File: src/rtl/fall_event_scheduler_if.sv
// rtl/fall_event_scheduler_if.sv - event handshake interface for fall_event_scheduler
// Purpose: carries one event index from the scheduler to its consumer.
// Signals:
//   evt_valid  scheduler -> consumer  event presented on evt_idx
//   evt_ready  consumer  -> scheduler event accepted when high with evt_valid
//   evt_idx    scheduler -> consumer  index of the presented event
// Modports: master (scheduler side), slave (consumer side).
interface fall_event_scheduler_if #(
    parameter int IDX_W = 5
) ();
    logic             evt_valid;
    logic             evt_ready;
    logic [IDX_W-1:0] evt_idx;

    modport master (
        output evt_valid,
        output evt_idx,
        input  evt_ready
    );

    modport slave (
        input  evt_valid,
        input  evt_idx,
        output evt_ready
    );
endinterface

File: src/rtl/fall_event_scheduler.sv
// rtl/fall_event_scheduler.sv - per-bit falling-edge capture with round-robin event hand-off
// Purpose: latches 1->0 transitions of each monitored bit into a sticky pending vector and
//   presents eligible (pending & mask) events one at a time to a single consumer.
// Ports:
//   clk       rising-edge clock
//   reset     asynchronous, active-high reset
//   in        monitored signals, synchronous to clk
//   mask      1 = bit eligible for grant, 0 = captured but held back
//   evt       event handshake (master modport): evt_valid, evt_ready, evt_idx
//   pending   sticky captured-fall vector
//   drop_cnt  falls merged into an already-pending bit (saturating)
// Configuration: define FALL_SCHED_DROP_CNT_EN to build the drop counter; otherwise
//   drop_cnt is tied to zero.
module fall_event_scheduler #(
    parameter int WIDTH = 32,
    parameter int IDX_W = 5
) (
    input  logic                      clk,
    input  logic                      reset,
    input  logic [WIDTH-1:0]          in,
    input  logic [WIDTH-1:0]          mask,
    fall_event_scheduler_if.master    evt,
    output logic [WIDTH-1:0]          pending,
    output logic [15:0]               drop_cnt
);

    typedef enum logic {
        IDLE  = 1'b0,
        GRANT = 1'b1
    } state_t;

    state_t           state_q, state_d;
    logic [WIDTH-1:0] in_q, in_d;
    logic [WIDTH-1:0] pending_q, pending_d;
    logic [IDX_W-1:0] rr_ptr_q, rr_ptr_d;
    logic             evt_valid_q, evt_valid_d;
    logic [IDX_W-1:0] evt_idx_q, evt_idx_d;

    logic [WIDTH-1:0] fall;
    logic [WIDTH-1:0] elig;
    logic [WIDTH-1:0] clr;
    logic             pick_found;
    logic [IDX_W-1:0] pick_idx;
    logic [IDX_W-1:0] cand;
    int               j;

    // Round-robin search: first eligible bit at or above rr_ptr, wrapping past WIDTH-1.
    always_comb begin
        pick_found = 1'b0;
        pick_idx   = '0;
        cand       = '0;
        j          = 0;
        for (int k = 0; k < WIDTH; k++) begin
            j = int'(rr_ptr_q) + k;
            if (j >= WIDTH) begin
                j = j - WIDTH;
            end
            cand = IDX_W'(j);
            if (!pick_found && elig[cand]) begin
                pick_found = 1'b1;
                pick_idx   = cand;
            end
        end
    end

    always_comb begin
        fall        = in_q & ~in;
        elig        = pending_q & mask;
        in_d        = in;
        state_d     = state_q;
        rr_ptr_d    = rr_ptr_q;
        evt_valid_d = evt_valid_q;
        evt_idx_d   = evt_idx_q;
        clr         = '0;

        case (state_q)
            IDLE: begin
                if (pick_found) begin
                    evt_idx_d   = pick_idx;
                    evt_valid_d = 1'b1;
                    state_d     = GRANT;
                end
            end
            GRANT: begin
                // Mask is ignored here: a granted bit is always delivered and cleared.
                if (evt_valid_q && evt.evt_ready) begin
                    clr         = WIDTH'(1) << evt_idx_q;
                    rr_ptr_d    = (evt_idx_q == IDX_W'(WIDTH - 1)) ? '0
                                                                  : evt_idx_q + IDX_W'(1);
                    evt_valid_d = 1'b0;
                    state_d     = IDLE;
                end
            end
            default: begin
                state_d     = IDLE;
                evt_valid_d = 1'b0;
            end
        endcase

        // A fall arriving on the same edge as its clear re-sets the bit so no event is lost.
        pending_d = (pending_q & ~clr) | fall;
    end

    always_ff @(posedge clk or posedge reset) begin
        if (reset) begin
            state_q     <= IDLE;
            in_q        <= '0;
            pending_q   <= '0;
            rr_ptr_q    <= '0;
            evt_valid_q <= 1'b0;
            evt_idx_q   <= '0;
        end else begin
            state_q     <= state_d;
            in_q        <= in_d;
            pending_q   <= pending_d;
            rr_ptr_q    <= rr_ptr_d;
            evt_valid_q <= evt_valid_d;
            evt_idx_q   <= evt_idx_d;
        end
    end

`ifdef FALL_SCHED_DROP_CNT_EN
    logic [15:0] drop_cnt_q, drop_cnt_d;

    // One count per edge when any fall lands on a bit that was already pending.
    always_comb begin
        drop_cnt_d = drop_cnt_q;
        if (|(fall & pending_q) && (drop_cnt_q != 16'hFFFF)) begin
            drop_cnt_d = drop_cnt_q + 16'd1;
        end
    end

    always_ff @(posedge clk or posedge reset) begin
        if (reset) begin
            drop_cnt_q <= '0;
        end else begin
            drop_cnt_q <= drop_cnt_d;
        end
    end

    assign drop_cnt = drop_cnt_q;
`else
    assign drop_cnt = 16'h0000;
`endif

    assign evt.evt_valid = evt_valid_q;
    assign evt.evt_idx   = evt_idx_q;
    assign pending       = pending_q;

endmodule
File: src/flat_wrapper.sv
// flat-port wrapper written by rule: the top's interface ports become plain ports
module fall_event_scheduler_flat 
#(
    parameter int WIDTH = 32,
    parameter int IDX_W = 5
)
  (clk, reset, in, mask, pending, drop_cnt, evt_evt_valid, evt_evt_idx, evt_evt_ready);
  fall_event_scheduler_if #(.IDX_W(IDX_W)) evt_i ();
  input  logic clk;
  input  logic reset;
  input  logic [WIDTH-1:0] in;
  input  logic [WIDTH-1:0] mask;
  output logic [WIDTH-1:0] pending;
  output logic [15:0] drop_cnt;
  output wire logic [$bits(evt_i.evt_valid)-1:0] evt_evt_valid;
  output wire logic [$bits(evt_i.evt_idx)-1:0] evt_evt_idx;
  input wire logic [$bits(evt_i.evt_ready)-1:0] evt_evt_ready;
  assign evt_evt_valid = evt_i.evt_valid;
  assign evt_evt_idx = evt_i.evt_idx;
  assign evt_i.evt_ready = evt_evt_ready;
  fall_event_scheduler #(.WIDTH(WIDTH), .IDX_W(IDX_W)) u_core (.clk(clk), .reset(reset), .in(in), .mask(mask), .evt(evt_i), .pending(pending), .drop_cnt(drop_cnt));
endmodule
File: config.mk
export PLATFORM = sky130hd
export DESIGN_NAME = fall_event_scheduler_flat
export DESIGN_NICKNAME = d
export VERILOG_FILES = /design/src/rtl/fall_event_scheduler_if.sv /design/src/rtl/fall_event_scheduler.sv /design/src/flat_wrapper.sv
export SDC_FILE = /design/constraint.sdc
export NUM_CORES = 1
export LEC_CHECK = 0
export CORE_ASPECT_RATIO = 1.4
export CORE_MARGIN = 3
export CORE_UTILIZATION = 47
export DETAILED_ROUTE_END_ITERATION = 8
export GPL_ROUTABILITY_DRIVEN = 0
export GPL_TIMING_DRIVEN = 0
export PLACE_DENSITY = 0.68
export SYNTH_ARGS = -nofsm -noshare
export SYNTH_HDL_FRONTEND = slang
export SYNTH_SLANG_ARGS = --single-unit
export TNS_END_PERCENT = 10
File: constraint.sdc
create_clock -name clk -period 6.7 [get_ports clk]
set_clock_uncertainty 0.1 [all_clocks]
set_input_delay 1.005 -clock clk [delete_from_list [all_inputs] [get_ports clk]]
set_output_delay 1.005 -clock clk [all_outputs]
set_load 0.01 [all_outputs]
==> impl_results.md, run 1 <==
* Outcome: complete, no violations
* Vias in the first global route at 9158
* Met2 WL at between 15000 and 20000 um
* Most frequent cells in the layout: o21ai_0 (112), nand2_1 (111), clkdlybuf4s50_1 (104)
* Syn avg cell area at between 8 and 9 um2
* M1 WL at 12200 um
* H-tree levels at 3
* Die Y at 168 um
* Clock Pin Slew Worst Setup and Hold Paths at 0.07 ns
* Max-slew violation count at 0
* Final period util at 0.958
* FF-to-FF setup slack at approximately 0.28 ns
* Slowest cell on the critical path: nand4_1
* Fin. Hold Viols at 0
* Number of remaining DRC errors at 0
* Synthesis Warnings at 0
* Commonest non-fill, non-tap cell in the layout: o21ai_0
* Max layer used: met4
* Share of cells above drive strength 1 at 0.154
* Die area at roughly 20000 um2
* Mapped Area at between 8000 and 9000 um2
* Count of different cell masters after synthesis at 84
* Final wirelength at about 36000 um
* Num rows at 58
* CTS root buf: clkbuf_16
* Worst flop-to-flop path endpoint: u_core.evt.evt_idx[3]
* Worst-margin pin slew at around 1.2 ns
* Number of enable flip-flop cells after synthesis at 0
* Endpoint class of the critical path: flop
* First-pass GRT wire length at around 54000 um
* Routed Antenna Nets at 0
* Worst-path cell chain: inv_1 -> buf_2 -> clkbuf_2 -> ha_1 -> clkbuf_1 -> nor2b_1 -> xnor2_2 -> nor2_1 -> o2bb2ai_1 -> nor3_1 -> buf_4 -> nand4_1 -> nor4_4 -> buf_4 -> buf_4 -> nand2_2 -> o21ai_0 -> nand3_1 -> a311o_1 -> o21ai_1
* Hold EP: u_core.pending[24]
* Core area at between 15000 and 20000 um2
* Overflow after GRT at 0
* Fmax at approximately 0.16 GHz
* Drt wl/cell at around 26 um
* DR WL met3 at approximately 3500 um
* Crit path largest cell delay at approximately 0.57 ns
* Slew HR at 0.202
* Crit path buffers/inverters at 7
* R2R cell count at 20
* Top cell by count, worst path: buf_4
* Sink Count at 76
* Synthesized flop and latch total at 76
* Vias per inst at around 6.9
* CP required at ~6.8 ns
* Via count at roughly 9600
* Clock Latency Late Sink at about 0.34 ns
* Critical Path Fanout Max at 13
* Largest net degree at the start of global routing at 56
* R2r startpoint: u_core.rr_ptr_q[1]
* Layout Nets at approximately 1200
* Hold buffers post-CTS at 0
* Async set-reset flop share out of synthesis at 1.00
* # setup viols final at 0
* HP Start: u_core.in_q[24]
* Post-synthesis sequential area ratio at 0.216
* Num CTS Buffers at 9
* Finished Core Util at 0.584
* Dpl hpwl at between 20000 and 30000 um
* WHS Path Cells at 2
* Max-cap violations at 0
* All-Layer GR Usage at 0.348
* Synthesized instance count at about 1000
* Setup crit start kind: flop
* Pre-antenna DRT Iters at 6
* CTS tree: built
* CP Class: reg2reg
* Tmin final at ~6.4 ns
* Top delay family on crit path: buffers and inverters
* Most used DFF post-synth: dfrtp_1
* Initial Utilization at 0.484
* Initial antenna violation count at 1
* P&R area growth vs syn at 20.6%
* Top Ports at around 120
* WP data arrival at 6.56 ns
* Min-Delay Path Class: reg2reg
* Port bufs at roughly 100
* Deepest clock path buffer count at 2
* Initial drt markers at 1459
* Die Wd at ~120 um
[layout make-up]
type / instances / area (um2)
clock buffer: 9 / 225
inverter: 59 / 224
sequential: 76 / 1900
buffer: 73 / 408
tap: 240 / 300
antenna: 1 / 2.50
fill: 1683 / 7580
clock inverter: 7 / 103
multi-input combinational: 817 / 6390
timing repair buffer: 107 / 1080
[flip-flops by register name, indices dropped and copies added (netlist names)]
register / count
u_core.pending: 32
u_core.in_q: 32
u_core.evt.evt_valid: 1
u_core.state_q: 1
u_core.evt.evt_idx: 5
u_core.rr_ptr_q: 5
[tightest hold or removal path, cell delays in order (launching register included)]
cell and delay (ns):
dfrtp_1 0.36, inv_1 0.04, o21ai_0 0.07
[repair_timing]
| item | CTS | global route |
|---|---|---|
| pin swaps | 0 | 1 |
| endpoints found under the setup margin | 7 | 6 |
| buffers inserted | 0 | 2 |
| gates resized for setup | 8 | 7 |
[logic make-up (layout without fill, tap and decap cells)]
kind of cell | count (synthesis) | in the layout | synth area share
adders and majority gates | 19 | 19 | 0.0270
and+or+nand+nor | 326 | 326 | 0.182
other | 1 | 17 | 0.000425
muxes | 107 | 107 | 0.239
buffers and inverters | 134 | 255 | 0.0714
DFF | 76 | 76 | 0.216
AOI/OAI and AO/OA | 317 | 317 | 0.233
xor gates and xnor gates | 32 | 32 | 0.0326
[routing by layer]
layer | GRT usage | vias to the layer above
met4 | 0.300 | 0
li1 | - | 4101
met5 | 0 | -
met3 | 0.0628 | 220
met1 | 0.405 | 4505
met2 | 0.546 | 744
[cell usage after synthesis (12+ instances only)]
library cell	count	area share
o21ai_0	112	0.064
nand2_1	111	0.047
mux4_2	81	0.21
dfrtp_1	76	0.22
inv_1	57	0.024
nand3_1	55	0.031
nor2_1	55	0.023
o21a_1	37	0.031
a21oi_1	33	0.019
clkbuf_1	30	0.013
xnor2_1	25	0.025
buf_4	23	0.020
mux2i_1	21	0.024
ha_1	19	0.027
nor3_1	19	0.011
nand4_1	15	0.011
buf_2	14	0.0079
o21ai_1	14	0.0079
and3_1	12	0.0085
o211ai_1	12	0.010
[worst max-delay path by stage]
stage / from / slack [ns] / cells past startpoint / end
finish: u_core.rr_ptr_q[1] / 0.28 / 20 / u_core.evt.evt_idx[3]
global route: u_core.rr_ptr_q[1] / -0.02 / 18 / u_core.evt.evt_idx[2]
CTS: u_core.rr_ptr_q[0] / 0.17 / 18 / u_core.evt.evt_idx[3]
detailed placement: u_core.rr_ptr_q[1] / -0.71 / 16 / u_core.evt.evt_idx[1]
global placement: u_core.rr_ptr_q[1] / -0.75 / 16 / u_core.evt.evt_idx[1]
floorplan: u_core.rr_ptr_q[1] / 1.09 / 17 / u_core.evt.evt_idx[2]
[metrics by stage]
step	area, um2	hold WS [ns]	worst slack [ns]	instances	setup TNS, ns
2_1_floorplan	8870	0.388	1.09	1027	0
3_3_place_gp	10200	0.391	-0.749	1371	-3.60
3_5_place_dp	10200	0.399	-0.708	1372	-3.38
4_1_cts	10600	0.409	0.168	1386	0
5_1_grt	10600	0.424	-0.0232	1388	-0.0408
6_report	10600	0.406	0.284	1389	0
Power of run 1 is left out: the tool's default activity adds up to more than one toggle a clock period on the data nets, which glitch-free logic cannot reach.
==> run 2, diff against run 1 <==
CORE_MARGIN = unset   (was 3)
==> impl_results.md, run 2 (same netlist as run 1, synthesis figures left out) <==
* All-Layer GR Usage at 0.385 (was 0.348)
* Final period util at 0.955 (was 0.958)
* Clock Pin Slew Worst Setup and Hold Paths at 0.07 ns (about the same)
* Vias per inst at 6.96 (was 6.89)
* Overflow after GRT at 0 (unchanged)
* Fin. Hold Viols at 0 (unchanged)
* Max-cap violations at 0 (unchanged)
* Fin worst setup slack at 0.300 ns (was 0.284 ns)
* Die Y at 164 um (was 168 um)
* Tmin final at 6.40 ns (was 6.42 ns)
* Max-slew violation count at 0 (unchanged)
* Routed Antenna Nets at 0 (unchanged)
* Sink Count at 76 (unchanged)
* Die area at 19300 um2 (was 20500 um2)
* First-pass GRT wire length at 55000 um (was 53800 um)
* Die Wd at 118 um (was 122 um)
* Pre-antenna DRT Iters at 6 (unchanged)
* Final wirelength at 36400 um (was 35800 um)
* Outcome: complete, no violations (unchanged)
* Initial drt markers at 1380 (was 1459)
* CTS root buf: clkbuf_16 (unchanged)
* Drt wl/cell at 26.2 um (was 25.8 um)
* Vias in the first global route at 9190 (was 9158)
* Min-Delay Path Class: reg2reg (unchanged)
* Initial Utilization at 0.486 (was 0.484)
* Fmax at 0.156 GHz (about the same)
* Worst setup startpoint: u_core.rr_ptr_q[1] (unchanged)
* Worst-margin pin slew at 1.42 ns (was 1.19 ns)
* Top Ports at 121 (unchanged)
* Core area at 18100 um2 (was 18200 um2)
* Layout Nets at 1230 (was 1229)
* Share of cells above drive strength 1 at 0.154 (about the same)
* Port bufs at 104 (unchanged)
* Setup crit start kind: flop (unchanged)
* Pre-CTS WS at -0.596 ns (was -0.708 ns)
* H-tree levels at 3 (unchanged)
* Commonest non-fill, non-tap cell in the layout: o21ai_0 (unchanged)
* Largest net degree at the start of global routing at 75 (was 56)
* Clock Latency Late Sink at 0.34 ns (about the same)
* Hold buffers post-CTS at 0 (unchanged)
* Critical Path Fanout Max at 13 (unchanged)
* Via count at 9671 (was 9570)
* CTS tree: built (unchanged)
* FF-to-FF setup slack at 0.30 ns (was 0.28 ns)
* Dpl hpwl at 27900 um (was 28300 um)
* Initial antenna violation count at 0 (was 1)
* WP data arrival at 6.55 ns (was 6.56 ns)
* CP Class: reg2reg (unchanged)
* R2r startpoint: u_core.rr_ptr_q[1] (unchanged)
* Num CTS Buffers at 9 (unchanged)
* CP required at 6.85 ns (was 6.84 ns)
* Endpoint class of the critical path: flop (unchanged)
* HP Start: u_core.in_q[2] (was u_core.in_q[24])
* Num rows at 58 (unchanged)
* RSZ-0062 raised after global routing: no
* # setup viols final at 0 (unchanged)
* Deepest clock path buffer count at 2 (unchanged)
* Number of remaining DRC errors at 0 (unchanged)
* Slew HR at 0.0479 (was 0.202)
* Most frequent cells in the layout: o21ai_0 (112), nand2_1 (111), clkdlybuf4s50_1 (104) (unchanged)
* P&R area growth vs syn at 20.4% (was 20.6%)
run 2: final timing paths:
kind / end / cells past startpoint
max: u_core.evt.evt_idx[3] / 19
min: u_core.pending[2] / 2
max reg2reg: u_core.evt.evt_idx[3] / 19
min reg2reg: u_core.pending[2] / 2
max in group asynchronous: u_core.in_q[17] / 3
min in group asynchronous: u_core.in_q[11] / 2
run 2: stage by stage:
stage                     hold WS (ns)  cells  area [um2]  utilization  setup TNS, ns
after floorplan                  0.388   1027        8870            -              0
after global placement           0.392   1371       10200        0.563          -3.35
after detailed placement         0.396   1372       10200        0.565          -3.31
after CTS                        0.407   1387       10600        0.582              0
after global routing             0.427   1389       10600        0.585              0
final                            0.407   1390       10600        0.585              0
run 2: what timing repair did:
action,4_1_cts,5_1_grt
endpoints found under the setup margin,7,7
pin swaps,0,1
buffers inserted,0,4
resized for setup,7,8
cloned,0,0
endpoints found under the hold margin,0,0
run 2: final cells by class:
cell class	count	area, um2
fillers	1619	7520
diodes	1	2.50
repair buffers	109	1110
flip-flops and latches	76	1900
inverters	59	224
multi-input cells	817	6390
plain buffers	72	402
clock buffers	9	225
clock inverters	7	65.1
well taps	240	300
run 2: critical path: stages, from the launching register on:
cell and delay, ns:
dfrtp_1 0.43, inv_1 0.24, clkbuf_2 0.35, clkbuf_2 0.47, ha_1 0.30, xor2_2 0.51, buf_6 0.27, mux4_2 0.39
a22oi_1 0.44, and2_1 0.20, clkbuf_1 0.21, and4_1 0.21, buf_2 0.21, clkbuf_1 0.52, nand3_1 0.42, o2111ai_1 0.32
nor4_1 0.14, o21ai_0 0.24, a21oi_1 0.14, o21ai_1 0.18
run 2: layer usage:
metal	wire, um	vias up	track usage
met5	0	-	0
met4	3210	0	0.303
met3	4040	214	0.0833
met2	16700	778	0.620
met1	12400	4585	0.447
li1	-	4094	-
Power of run 2 is left out for the same reason.
